### config.mk
export PLATFORM = sky130hd
export DESIGN_NAME = fp_operand_loader
export DESIGN_NICKNAME = d
export VERILOG_FILES = /design/src/rtl/fp_operand_loader.sv
export SDC_FILE = /design/constraint.sdc
export NUM_CORES = 1
export LEC_CHECK = 0
export ABC_AREA = 1
export CORE_ASPECT_RATIO = 1.4
export CORE_MARGIN = 3
export CORE_UTILIZATION = 30
export CTS_CLUSTER_SIZE = 24
export DETAILED_ROUTE_END_ITERATION = 8
export GPL_TIMING_DRIVEN = 1
export PLACE_DENSITY = 0.58
export REMOVE_ABC_BUFFERS = 1
export SETUP_SLACK_MARGIN = 0.5
export SYNTH_ARGS = -nofsm -noshare
export SYNTH_HDL_FRONTEND = slang
export SYNTH_HIERARCHICAL = 1
export SYNTH_SLANG_ARGS = --single-unit
### constraint.sdc
create_clock -name clk -period 2 [get_ports clk]
set_clock_uncertainty 0.1 [all_clocks]
set_input_delay 0.4 -clock clk [delete_from_list [all_inputs] [get_ports clk]]
set_output_delay 0.4 -clock clk [all_outputs]
set_load 0.005 [all_outputs]
### src/rtl/fp_operand_loader.sv
// Operand-entry front end for the FP adder: builds two IEEE-754 singles from
// debounced byte entries and presents them with a valid/ack handshake.

module fp_btn_cond #(
    parameter int DEBOUNCE_CYCLES = 50000,
    parameter int SYNC_STAGES     = 2
) (
    input  logic clk,
    input  logic reset,
    input  logic btn_i,
    output logic pulse_o
);
    localparam int CW = (DEBOUNCE_CYCLES > 2) ? $clog2(DEBOUNCE_CYCLES) : 1;
    localparam logic [CW-1:0] CNT_LAST = CW'(DEBOUNCE_CYCLES - 1);

    logic [SYNC_STAGES-1:0] sync_q;
    logic [CW-1:0]          cnt_q;
    logic [CW-1:0]          cnt_d;
    logic                   deb_q;
    logic                   deb_d;
    logic                   deb_dly_q;
    logic                   sync_s;

    assign sync_s  = sync_q[SYNC_STAGES-1];
    assign pulse_o = deb_q & ~deb_dly_q;

    // Debounced level follows the synchronized input only after a full run of disagreement
    always_comb begin
        cnt_d = cnt_q;
        deb_d = deb_q;
        if (sync_s == deb_q) begin
            cnt_d = '0;
        end else if (cnt_q == CNT_LAST) begin
            deb_d = sync_s;
            cnt_d = '0;
        end else begin
            cnt_d = cnt_q + {{(CW-1){1'b0}}, 1'b1};
        end
    end

    // Synchronizer, debounce counter and edge-detect history
    always_ff @(posedge clk) begin
        if (reset) begin
            sync_q    <= '0;
            cnt_q     <= '0;
            deb_q     <= 1'b0;
            deb_dly_q <= 1'b0;
        end else begin
            sync_q    <= {sync_q[SYNC_STAGES-2:0], btn_i};
            cnt_q     <= cnt_d;
            deb_q     <= deb_d;
            deb_dly_q <= deb_q;
        end
    end
endmodule

module fp_operand_loader #(
    parameter int DEBOUNCE_CYCLES = 50000,
    parameter int SYNC_STAGES     = 2
) (
    input  logic        clk,
    input  logic        reset,
    input  logic [7:0]  sw,
    input  logic        btn_load,
    input  logic        btn_clear,
    input  logic        op_ack,
    output logic [31:0] n0,
    output logic [31:0] n1,
    output logic        op_valid,
    output logic        op_special,
    output logic [3:0]  leds
);
    typedef enum logic [1:0] {
        ST_LOAD_A = 2'd0,
        ST_LOAD_B = 2'd1,
        ST_READY  = 2'd2
    } state_t;

    state_t      state_q, state_d;
    logic [1:0]  idx_q, idx_d;
    logic [31:0] stage_a_q, stage_a_d;
    logic [31:0] stage_b_q, stage_b_d;
    logic [31:0] n0_q, n0_d;
    logic [31:0] n1_q, n1_d;
    logic        op_valid_q, op_valid_d;
    logic        op_special_q, op_special_d;
    logic [3:0]  leds_q, leds_d;
    logic        load_pulse_s;
    logic        clear_pulse_s;

    function automatic logic [31:0] put_byte(input logic [31:0] word,
                                             input logic [1:0]  idx,
                                             input logic [7:0]  b);
        logic [31:0] r;
        r = word;
        case (idx)
            2'd0:    r[31:24] = b;
            2'd1:    r[23:16] = b;
            2'd2:    r[15:8]  = b;
            default: r[7:0]   = b;
        endcase
        return r;
    endfunction

    // Zero/denormal or Inf/NaN exponent
    function automatic logic is_special(input logic [31:0] x);
        return (x[30:23] == 8'hFF) || (x[30:23] == 8'h00);
    endfunction

    fp_btn_cond #(.DEBOUNCE_CYCLES(DEBOUNCE_CYCLES), .SYNC_STAGES(SYNC_STAGES)) u_load_cond (
        .clk     (clk),
        .reset   (reset),
        .btn_i   (btn_load),
        .pulse_o (load_pulse_s)
    );

    fp_btn_cond #(.DEBOUNCE_CYCLES(DEBOUNCE_CYCLES), .SYNC_STAGES(SYNC_STAGES)) u_clear_cond (
        .clk     (clk),
        .reset   (reset),
        .btn_i   (btn_clear),
        .pulse_o (clear_pulse_s)
    );

    // State register plus staged operands and registered outputs
    always_ff @(posedge clk) begin
        if (reset) begin
            state_q      <= ST_LOAD_A;
            idx_q        <= 2'd0;
            stage_a_q    <= 32'd0;
            stage_b_q    <= 32'd0;
            n0_q         <= 32'd0;
            n1_q         <= 32'd0;
            op_valid_q   <= 1'b0;
            op_special_q <= 1'b0;
            leds_q       <= 4'd0;
        end else begin
            state_q      <= state_d;
            idx_q        <= idx_d;
            stage_a_q    <= stage_a_d;
            stage_b_q    <= stage_b_d;
            n0_q         <= n0_d;
            n1_q         <= n1_d;
            op_valid_q   <= op_valid_d;
            op_special_q <= op_special_d;
            leds_q       <= leds_d;
        end
    end

    // Next-state: clear wins over everything; n0/n1/op_special only change on a completed entry
    always_comb begin
        state_d      = state_q;
        idx_d        = idx_q;
        stage_a_d    = stage_a_q;
        stage_b_d    = stage_b_q;
        n0_d         = n0_q;
        n1_d         = n1_q;
        op_valid_d   = op_valid_q;
        op_special_d = op_special_q;
        if (clear_pulse_s) begin
            state_d    = ST_LOAD_A;
            idx_d      = 2'd0;
            stage_a_d  = 32'd0;
            stage_b_d  = 32'd0;
            op_valid_d = 1'b0;
        end else begin
            case (state_q)
                ST_LOAD_A: begin
                    if (load_pulse_s) begin
                        stage_a_d = put_byte(stage_a_q, idx_q, sw);
                        idx_d     = idx_q + 2'd1;
                        if (idx_q == 2'd3) begin
                            state_d = ST_LOAD_B;
                        end else begin
                            state_d = ST_LOAD_A;
                        end
                    end else begin
                        state_d = ST_LOAD_A;
                    end
                end
                ST_LOAD_B: begin
                    if (load_pulse_s) begin
                        stage_b_d = put_byte(stage_b_q, idx_q, sw);
                        idx_d     = idx_q + 2'd1;
                        if (idx_q == 2'd3) begin
                            n0_d         = stage_a_q;
                            n1_d         = {stage_b_q[31:8], sw};
                            op_valid_d   = 1'b1;
                            op_special_d = is_special(stage_a_q) | is_special({stage_b_q[31:8], sw});
                            state_d      = ST_READY;
                        end else begin
                            state_d = ST_LOAD_B;
                        end
                    end else begin
                        state_d = ST_LOAD_B;
                    end
                end
                ST_READY: begin
                    if (op_ack) begin
                        op_valid_d = 1'b0;
                        state_d    = ST_LOAD_A;
                        idx_d      = 2'd0;
                        stage_a_d  = 32'd0;
                        stage_b_d  = 32'd0;
                    end else begin
                        state_d = ST_READY;
                    end
                end
                default: begin
                    state_d    = ST_LOAD_A;
                    idx_d      = 2'd0;
                    stage_a_d  = 32'd0;
                    stage_b_d  = 32'd0;
                    op_valid_d = 1'b0;
                end
            endcase
        end
    end

    // Progress LEDs are registered from the next-state values so they align with op_valid
    always_comb begin
        leds_d = {op_valid_d, (state_d == ST_LOAD_B), idx_d};
    end

    assign n0         = n0_q;
    assign n1         = n1_q;
    assign op_valid   = op_valid_q;
    assign op_special = op_special_q;
    assign leds       = leds_q;
endmodule

Word-level counts from Yosys, hierarchy flattened. Cells that the tools add are included.

Reduce and logical (&&, ||, !) cells: 21. Multiplexer cells: 24. Bitwise operators: 10. $add $sub $neg: 3. Eq/ne operators: 22.

Operators by type and width (number): 32-bit case mux with 3 select lines (2); 32-bit two-way mux (2); 16-bit by 1-bit adder with 16-bit output, second input constant (2); 16-bit == test, second input constant (2); 8-bit two-way mux (4); 4-bit AND reduction (8); 8-bit == test, second input constant (2); 8-bit zero test (2); 2-bit two-way mux (8); 2-bit inequality test, second input constant (7); 3-bit OR reduction (3); 1-bit inverter (7); 2-bit by 1-bit == test with 1-bit output, second input constant (3); 2-bit == test, second input constant (3); 2-bit by 1-bit inequality test with 1-bit output, second input constant (3); 2-bit case mux with 3 select lines (1); 1-bit two-way mux (5); 2-bit zero test (2); 2-bit case mux with 2 select lines (1); 2-bit AND reduction (2); 2-bit OR reduction (2); 1-bit case mux with 3 select lines (1); 2-bit by 1-bit adder with 2-bit output, second input constant (1); 1-bit AND (2); other kinds (3) (5).

Word-level logic and storage cells: 102. Bits of input ports: 13. Register bits: 170.

Depth between registers and ports, before layout. Gate-level depths: netlist of the first run.

Depth in word-level cells: 6. Gate-level depth with buffers: 10.

Cells and area by module. The synthesis of the first run kept the hierarchy.

By module, submodules not included: fp_operand_loader (cells each 707, area an instance 5049.8 µm², times used 1); fp_btn_cond (cells each 135, area an instance 989.7 µm², times used 2).

Worst setup path after synthesis of the first run. No wires, ideal clock.

Kind: reg-to-reg. Start point: register idx_q[0]. End point: register stage_b_q[31]. Path slack: 0.457 ns. Library setup time: 0.076 ns. Arrival time: 1.367 ns. Clock period less this slack: 1.543 ns. Cell stages (with the launch flop): 8. Buffers on the path: 0. Cell sequence: dfxtp_1 -> inv_1 -> ha_1 -> a21oi_1 -> inv_1 -> nand3_1 -> nand2_1 -> a21boi_0.

Longest elaborated chain between the ends: 3.

Ends and longest elaborated chain: start: declaration (RTL line 80) `logic [1:0] idx_q, idx_d;`; start signal: assignment (RTL line 138) `idx_q <= idx_d;`; 2-bit zero test (RTL line 96) `case (idx)`; 2-bit by 1-bit inequality test with 1-bit output (no source line); 4-bit AND reduction (no source line); end signal: assignment (RTL line 140) `stage_b_q <= stage_b_d;`; end: declaration (RTL line 82) `logic [31:0] stage_b_q, stage_b_d;`.

Every way passes these cells. A chain may end at the register's enable or synchronous reset.

Worst setup path in the final report of the first run.
Start point: register state_q[0]. End point: register n1_q[7], in the netlist n1[7].

Longest elaborated chain between the ends: 2.

Ends and longest elaborated chain: start: declaration (RTL line 79) `state_t state_q, state_d;`; start signal: assignment (RTL line 137) `state_q <= state_d;`; 2-bit by 1-bit == test with 1-bit output (RTL line 166) `case (state_q)`; 4-bit AND reduction (no source line); end signal: assignment (RTL line 142) `n1_q <= n1_d;`; end: declaration (RTL line 84) `logic [31:0] n1_q, n1_d;`.

Every way passes these cells.

==> results of run 1 <==
-- critical path: cells and delay by family, from the launching register on --
kind                   cells  cell delay [ps]
AOI/OAI and AO/OA          1              140
buffers and inverters      3              400
DFF                        1              390
and+or+nand+nor            3              430
-- power breakdown --
| group | leakage (nW) | switching, mW | total [mW] | internal [mW] |
|---|---|---|---|---|
| clock | 0.286 | 1.35 | 3.29 | 1.94 |
| sequential | 1.38 | 0.00212 | 3.33 | 3.32 |
| combinational | 2.32 | 0.138 | 0.222 | 0.0844 |
-- cell families after synthesis --
| kind of cell | after synthesis | share of synthesized area |
|---|---|---|
| and+or+nand+nor | 536 | 0.3232 |
| adders and majority gates | 7 | 0.01246 |
| DFF | 167 | 0.4756 |
| xor gates and xnor gates | 10 | 0.01246 |
| buffers and inverters | 131 | 0.08295 |
| AOI/OAI and AO/OA | 126 | 0.09327 |
-- through the flow --
step	setup TNS, ps	std cells	instance area, sq um
after detailed placement	0	1337	8130
final	0	1423	10070
after CTS	0	1384	9163
after global routing	0	1423	10070
after floorplan	-55980	943	6810
after global placement	-20.24	1337	8130
-- worst min path at each step --
stage / slack (ps) / to / cells past startpoint / start
finish: 300 / u_load_cond/sync_q[1] / 2 / u_load_cond/sync_q[0]
global route: 320 / u_clear_cond/sync_q[1] / 2 / u_clear_cond/sync_q[0]
CTS: 310 / u_load_cond/sync_q[1] / 2 / u_load_cond/sync_q[0]
detailed placement: 300 / u_load_cond/sync_q[1] / 2 / u_load_cond/sync_q[0]
global placement: 290 / u_clear_cond/sync_q[1] / 2 / u_clear_cond/sync_q[0]
floorplan: 290 / u_clear_cond/sync_q[1] / 2 / u_clear_cond/sync_q[0]
-- final cells by class --
class | count | share of cell area
repair inverters | 2 | 0.002361
well taps | 301 | 0.03741
diodes | 1 | 0.0002485
multi-input cells | 684 | 0.3708
clock inverters | 10 | 0.01193
clock buffers | 21 | 0.04673
repair buffers | 140 | 0.1491
flip-flops and latches | 167 | 0.3400
inverters | 97 | 0.04138
-- per-layer routing --
metal | track usage | up-vias
met1 | 0.1547 | 2888
met4 | 0.05159 | 0
met2 | 0.2519 | 98
met5 | 0 | -
li1 | - | 3315
met3 | 0.03283 | 26
-- what timing repair did --
| action | in CTS | in global routing |
|---|---|---|
| resized for setup | 303 | 179 |
| pin swaps | 10 | 25 |
| hold buffers | 0 | 0 |
| cloned | 6 | 13 |
| buffers inserted | 10 | 25 |
| endpoints found under the setup margin | 224 | 185 |
-- synth_stat cells, types with 4 or more instances --
master / n / area [sq um]
a21oi_1: 21 / 105.1
a21oi_2: 4 / 35.03
buf_2: 7 / 35.03
buf_6: 6 / 67.56
clkbuf_1: 11 / 41.29
clkbuf_2: 6 / 30.03
dfxtp_1: 167 / 3343
ha_1: 7 / 87.58
inv_1: 90 / 337.8
inv_2: 7 / 26.28
nand2_1: 160 / 600.6
nand2_2: 6 / 37.54
nand2_4: 4 / 45.04
nand3_1: 18 / 90.09
nand3_2: 6 / 60.06
nand4_1: 12 / 75.07
nor2_1: 289 / 1085
nor2_2: 29 / 181.4
nor2_4: 4 / 45.04
o21ai_0: 81 / 405.4
o21ai_1: 16 / 80.08
xor2_1: 8 / 70.07
-- state kept, by name (all words and copies together), names as in the netlist, 2 cells and up --
name and flops:
leds 2, n1 32, u_clear_cond/sync_q 2, stage_b_q 24
state_q 2, stage_a_q 32, u_clear_cond/cnt_q 16, n0 32
u_load_cond/sync_q 2, u_load_cond/cnt_q 16
==> impl_metrics.yaml, run 1 <==
drt:
  drt-total-wl_um: 19310
  ant_nets: 0
  wl_met3_um: 793
  avgViaCountPerCell: 4.446
  wl_met1_um: 7757
  routed-via-count: 6327
  drc: 0
  dr_wl_met2_um: 10290
  drt_iter0_drc: 316
  avgRoutedWirePerCell_um: 13.57
  top_layer: "met4"
  first_pass_iters: 4
clocking:
  cts_made_buffers: 17
  clkTransAtPathRegs_ps: 60
  clock_tree.root_cell: "clkbuf_16"
  clockBufferDepth: 2
  htreeDepth: 4
  cts_sinks: 167
  cts_tree: "built"
  clk_latency_ps: 430
placed_design:
  place_hpwl_um: 11710
  place_congestion: 0.7911
  port_buffers: 82
  place_ws_ps: 28.13
run_status:
  status: "completed"
grt:
  grt-ovfl-total: 0
  grt_pass1_wl_um: 28220
  grt_max_degree: 66
  grt_use_total: 0.1386
  grt_pass1_vias: 5796
  antenna_found_initial: 1
synth:
  ys_seq_elements: 167
  ys_warn_count: 6
  async_flop_share: 0
  netlist_instances: 977
  synth_seq_area_share: 0.4756
  ys_types: 32
  synth-main-ff-cell: "dfxtp_1"
  synth.cell_area_sq_mm: 0.007029
  synth_edf_count: 0
  avgSynthCellArea_sq_um: 7.195
floorplan:
  rows: 65
  core_sq_mm: 0.02277
  start_util: 0.3087
  die-width_um: 135.4
  die_h_um: 187.1
  pin_count: 83
  dieArea_sq_mm: 0.02533
critical_path:
  timing.rr.end: "n1[7]"
  path_cells: "inv_8 -> nor2_4 -> nand3_4 -> buf_12 -> buf_16 -> o21ai_1 -> nor2_1"
  critical_path_class: "reg2reg"
  cp_data_arrival_time_ps: 1810
  startpoint: "state_q[0]"
  cp_slowest_cell: "dfxtp_4"
  path_max_fanout: 9
  r2r_slack_ps: 410
  cp_data_required_time_ps: 2220
  critPathMaxStageDelay_ps: 390
  cp-end-kind: "flop"
  r2r-start: "state_q[0]"
  crit_path_end: "n1[7]"
  reg2reg_depth: 7
  crit_path_start_kind: "flop"
sta:
  whs_ps: 303.9
  max_freq_ghz: 0.6285
  setup_violations: 0
  hold_viol_final: 0
  min_period_over_period: 0.7955
  grt_setup_unrepaired: "true"
  period_minus_slack_ps: 1591
  worst_slack_ps: 409.0
  slew_headroom: 0.6941
  timing.final.max_slew_violations: 0
  worst_pin_slew_ps: 458.9
cells_and_area:
  final_util: 0.4421
  multi_input_area_sq_mm: 0.003734
  nFillCells: 2251
  num-nets-final: 1129
  syn_to_final_growth_pct: 43.24
  layout_commonest_cell: "nor2_1"
  layout_common_cells: "263 x nor2_1, 155 x nand2_1, 111 x dfxtp_1"
  seq_area_sq_mm: 0.003423
  drive_gt1_frac: 0.3069
min_path:
  hp-class: "reg2reg"
power:
  p_leak_nw: 3.979
  peakVddDrop_mv: 0.6093
  power.total_mw: 6.840
  powerDensity_mw_per_mm2: 679.4
flow_run:
  drv_cap: 0
Power figures use the tool's default switching activity.
==> run 2: changes to the inputs <==
--- a/config.mk
+++ b/config.mk
@@ -12,7 +12,7 @@
 export CTS_CLUSTER_SIZE = 24
 export DETAILED_ROUTE_END_ITERATION = 8
 export GPL_TIMING_DRIVEN = 1
-export PLACE_DENSITY = 0.58
+export PLACE_DENSITY = 0.6
 export REMOVE_ABC_BUFFERS = 1
 export SETUP_SLACK_MARGIN = 0.5
 export SYNTH_ARGS = -nofsm -noshare
==> constraint.sdc (replaced) <==
create_clock -name clk -period 1.4 [get_ports clk]
set_clock_uncertainty 0.1 [all_clocks]
set_input_delay 0.28 -clock clk [delete_from_list [all_inputs] [get_ports clk]]
set_output_delay 0.28 -clock clk [all_outputs]
set_load 0.005 [all_outputs]
==> impl_metrics.yaml, run 2 (synthesized netlist as in run 1, its figures left out) <==
run_status:
  status: "finished, violations left"
  violations: "setup timing"
sta:
  worst_slack_ps: -165.7
  timing.final.max_slew_violations: 0
  hold_viol_final: 0
  slew_headroom: 0.7982
  worst_pin_slew_ps: 302.8
  min_period_over_period: 1.118
  max_freq_ghz: 0.6387
  grt_setup_unrepaired: "true"
  setup_violations: 120
  period_minus_slack_ps: 1566
floorplan:
  die-width_um: 135.4
  start_util: 0.3087
  pin_count: 83
  core_sq_mm: 0.02277
  dieArea_sq_mm: 0.02533
  die_h_um: 187.1
  rows: 65
power:
  clock_power_share: 0.480
  combPwrFrac: 0.033
  p_switching_mw: 2.190
  powerDensity_mw_per_mm2: 965.3
  peakVddDrop_mv: 0.8823
  p_leak_nw: 4.139
  swShare: 0.2244
  intPower_mw: 7.570
  seqPwrFrac: 0.487
grt:
  grt_use_total: 0.1383
  antenna_found_initial: 0
  grt_max_degree: 52
  grt_use_met3: 0.03095
  grt_busiest_layer: "met2"
  use_met2: 0.2538
  grt-ovfl-total: 0
  grt_pass1_wl_um: 28330
  grt_use_met1: 0.1511
  grt_pass1_vias: 5950
placed_design:
  place_hpwl_um: 12040
  port_buffers: 82
  place_ws_ps: -368.6
  post_dp_cell_area_sq_mm: 0.008461
  place_congestion: 0.8025
drt:
  drt-total-wl_um: 18800
  drt_iter0_drc: 211
  ant_nets: 0
  avgRoutedWirePerCell_um: 13.02
  routed-via-count: 6375
  first_pass_iters: 4
  avgViaCountPerCell: 4.415
  drc: 0
critical_path:
  cp-end-kind: "flop"
  reg2reg_depth: 9
  crit_path_start_kind: "flop"
  path_max_fanout: 7
  cp_data_required_time_ps: 1620
  critical_path_class: "reg2reg"
  cp_data_arrival_time_ps: 1790
cells_and_area:
  syn_to_final_growth_pct: 43.84
  postLayoutCellArea_sq_mm: 0.01011
  nFillCells: 2278
  layout_commonest_cell: "nor2_1"
  diodes: 0
  drive_gt1_frac: 0.4024
  num-nets-final: 1150
  final_util: 0.4440
  layout_common_cells: "254 x nor2_1, 146 x nand2_1, 84 x dfxtp_1"
clocking:
  htreeDepth: 4
  clock_tree.root_cell: "clkbuf_16"
  clk_latency_ps: 440
  cts_tree: "built"
  cts_sinks: 167
  clockBufferDepth: 2
  cts-hold-fix-buffers: 0
  cts_made_buffers: 17
  clkTransAtPathRegs_ps: 70
min_path:
  hold_depth: 3
  hp-class: "in2reg"
flow_run:
  drv_cap: 0
## run 2: power groups by stage
| stage | sequential, mW | clock [mW] | combinational [mW] |
|---|---|---|---|
| after floorplan | 4.87 | 0 | 0.139 |
| after detailed placement | 4.87 | 0 | 0.270 |
| final | 4.75 | 4.69 | 0.319 |
| after global routing | 4.75 | 5.01 | 0.354 |
| after global placement | 4.87 | 0 | 0.271 |
| after CTS | 4.75 | 4.83 | 0.285 |
## run 2: area by class of cell
cell class	count	area (sq um)	area share
Clock buffer	19	442.9	0.04381
Clock inverter	13	146.4	0.01448
Inverter	97	417.9	0.04133
Multi-Input combinational cell	680	3784	0.3742
Sequential cell	167	3452	0.3414
Tap cell	301	376.6	0.03725
Timing Repair Buffer	166	1480	0.1464
Timing Repair inverter	1	11.26	0.001114
## run 2: path summary, 6_finish.rpt
check / startpoint / endpoint / slack [ps]
worst max-delay path: leds[1] / n0[0] / -170
worst min register to register: u_load_cond/sync_q[0] / u_load_cond/sync_q[1] / 300
worst max register to register: leds[1] / n0[0] / -170
worst min-delay path: btn_clear / u_clear_cond/sync_q[0] / 250
## run 2: repair_timing
action                                  in CTS  in global routing
buffers inserted                             8                 14
resized for setup                          488                172
gates cloned                                 2                 12
endpoints found under the setup margin     231                231
pin swaps                                   34                 15
## run 2: metal layers
layer	wire length, um	share of wire
met5	0	0
met2	9861	0.52
met3	650	0.035
met1	7625	0.41
met4	660	0.035
## run 2: metrics by stage
| step | cells | power [mW] | hold WS [ps] | setup TNS (ps) |
|---|---|---|---|---|
| floorplan | 943 | 5.005 | 251.2 | -131580 |
| detailed placement | 1376 | 5.136 | 295.0 | -40360 |
| global route | 1444 | 10.12 | 257.3 | -18720 |
| CTS | 1418 | 9.865 | 238.5 | -5039 |
| global placement | 1376 | 5.137 | 292.7 | -37110 |
| finish | 1444 | 9.760 | 251.8 | -8756 |
## run 2: worst max-delay path, cell delays in order, from the launching register on
cell,delay [ps]
dfxtp_2,340
buf_6,120
ha_4,160
nand3_4,120
buf_12,180
inv_16,60
buf_4,130
buf_4,130
nor2_2,70
nor2_1,50
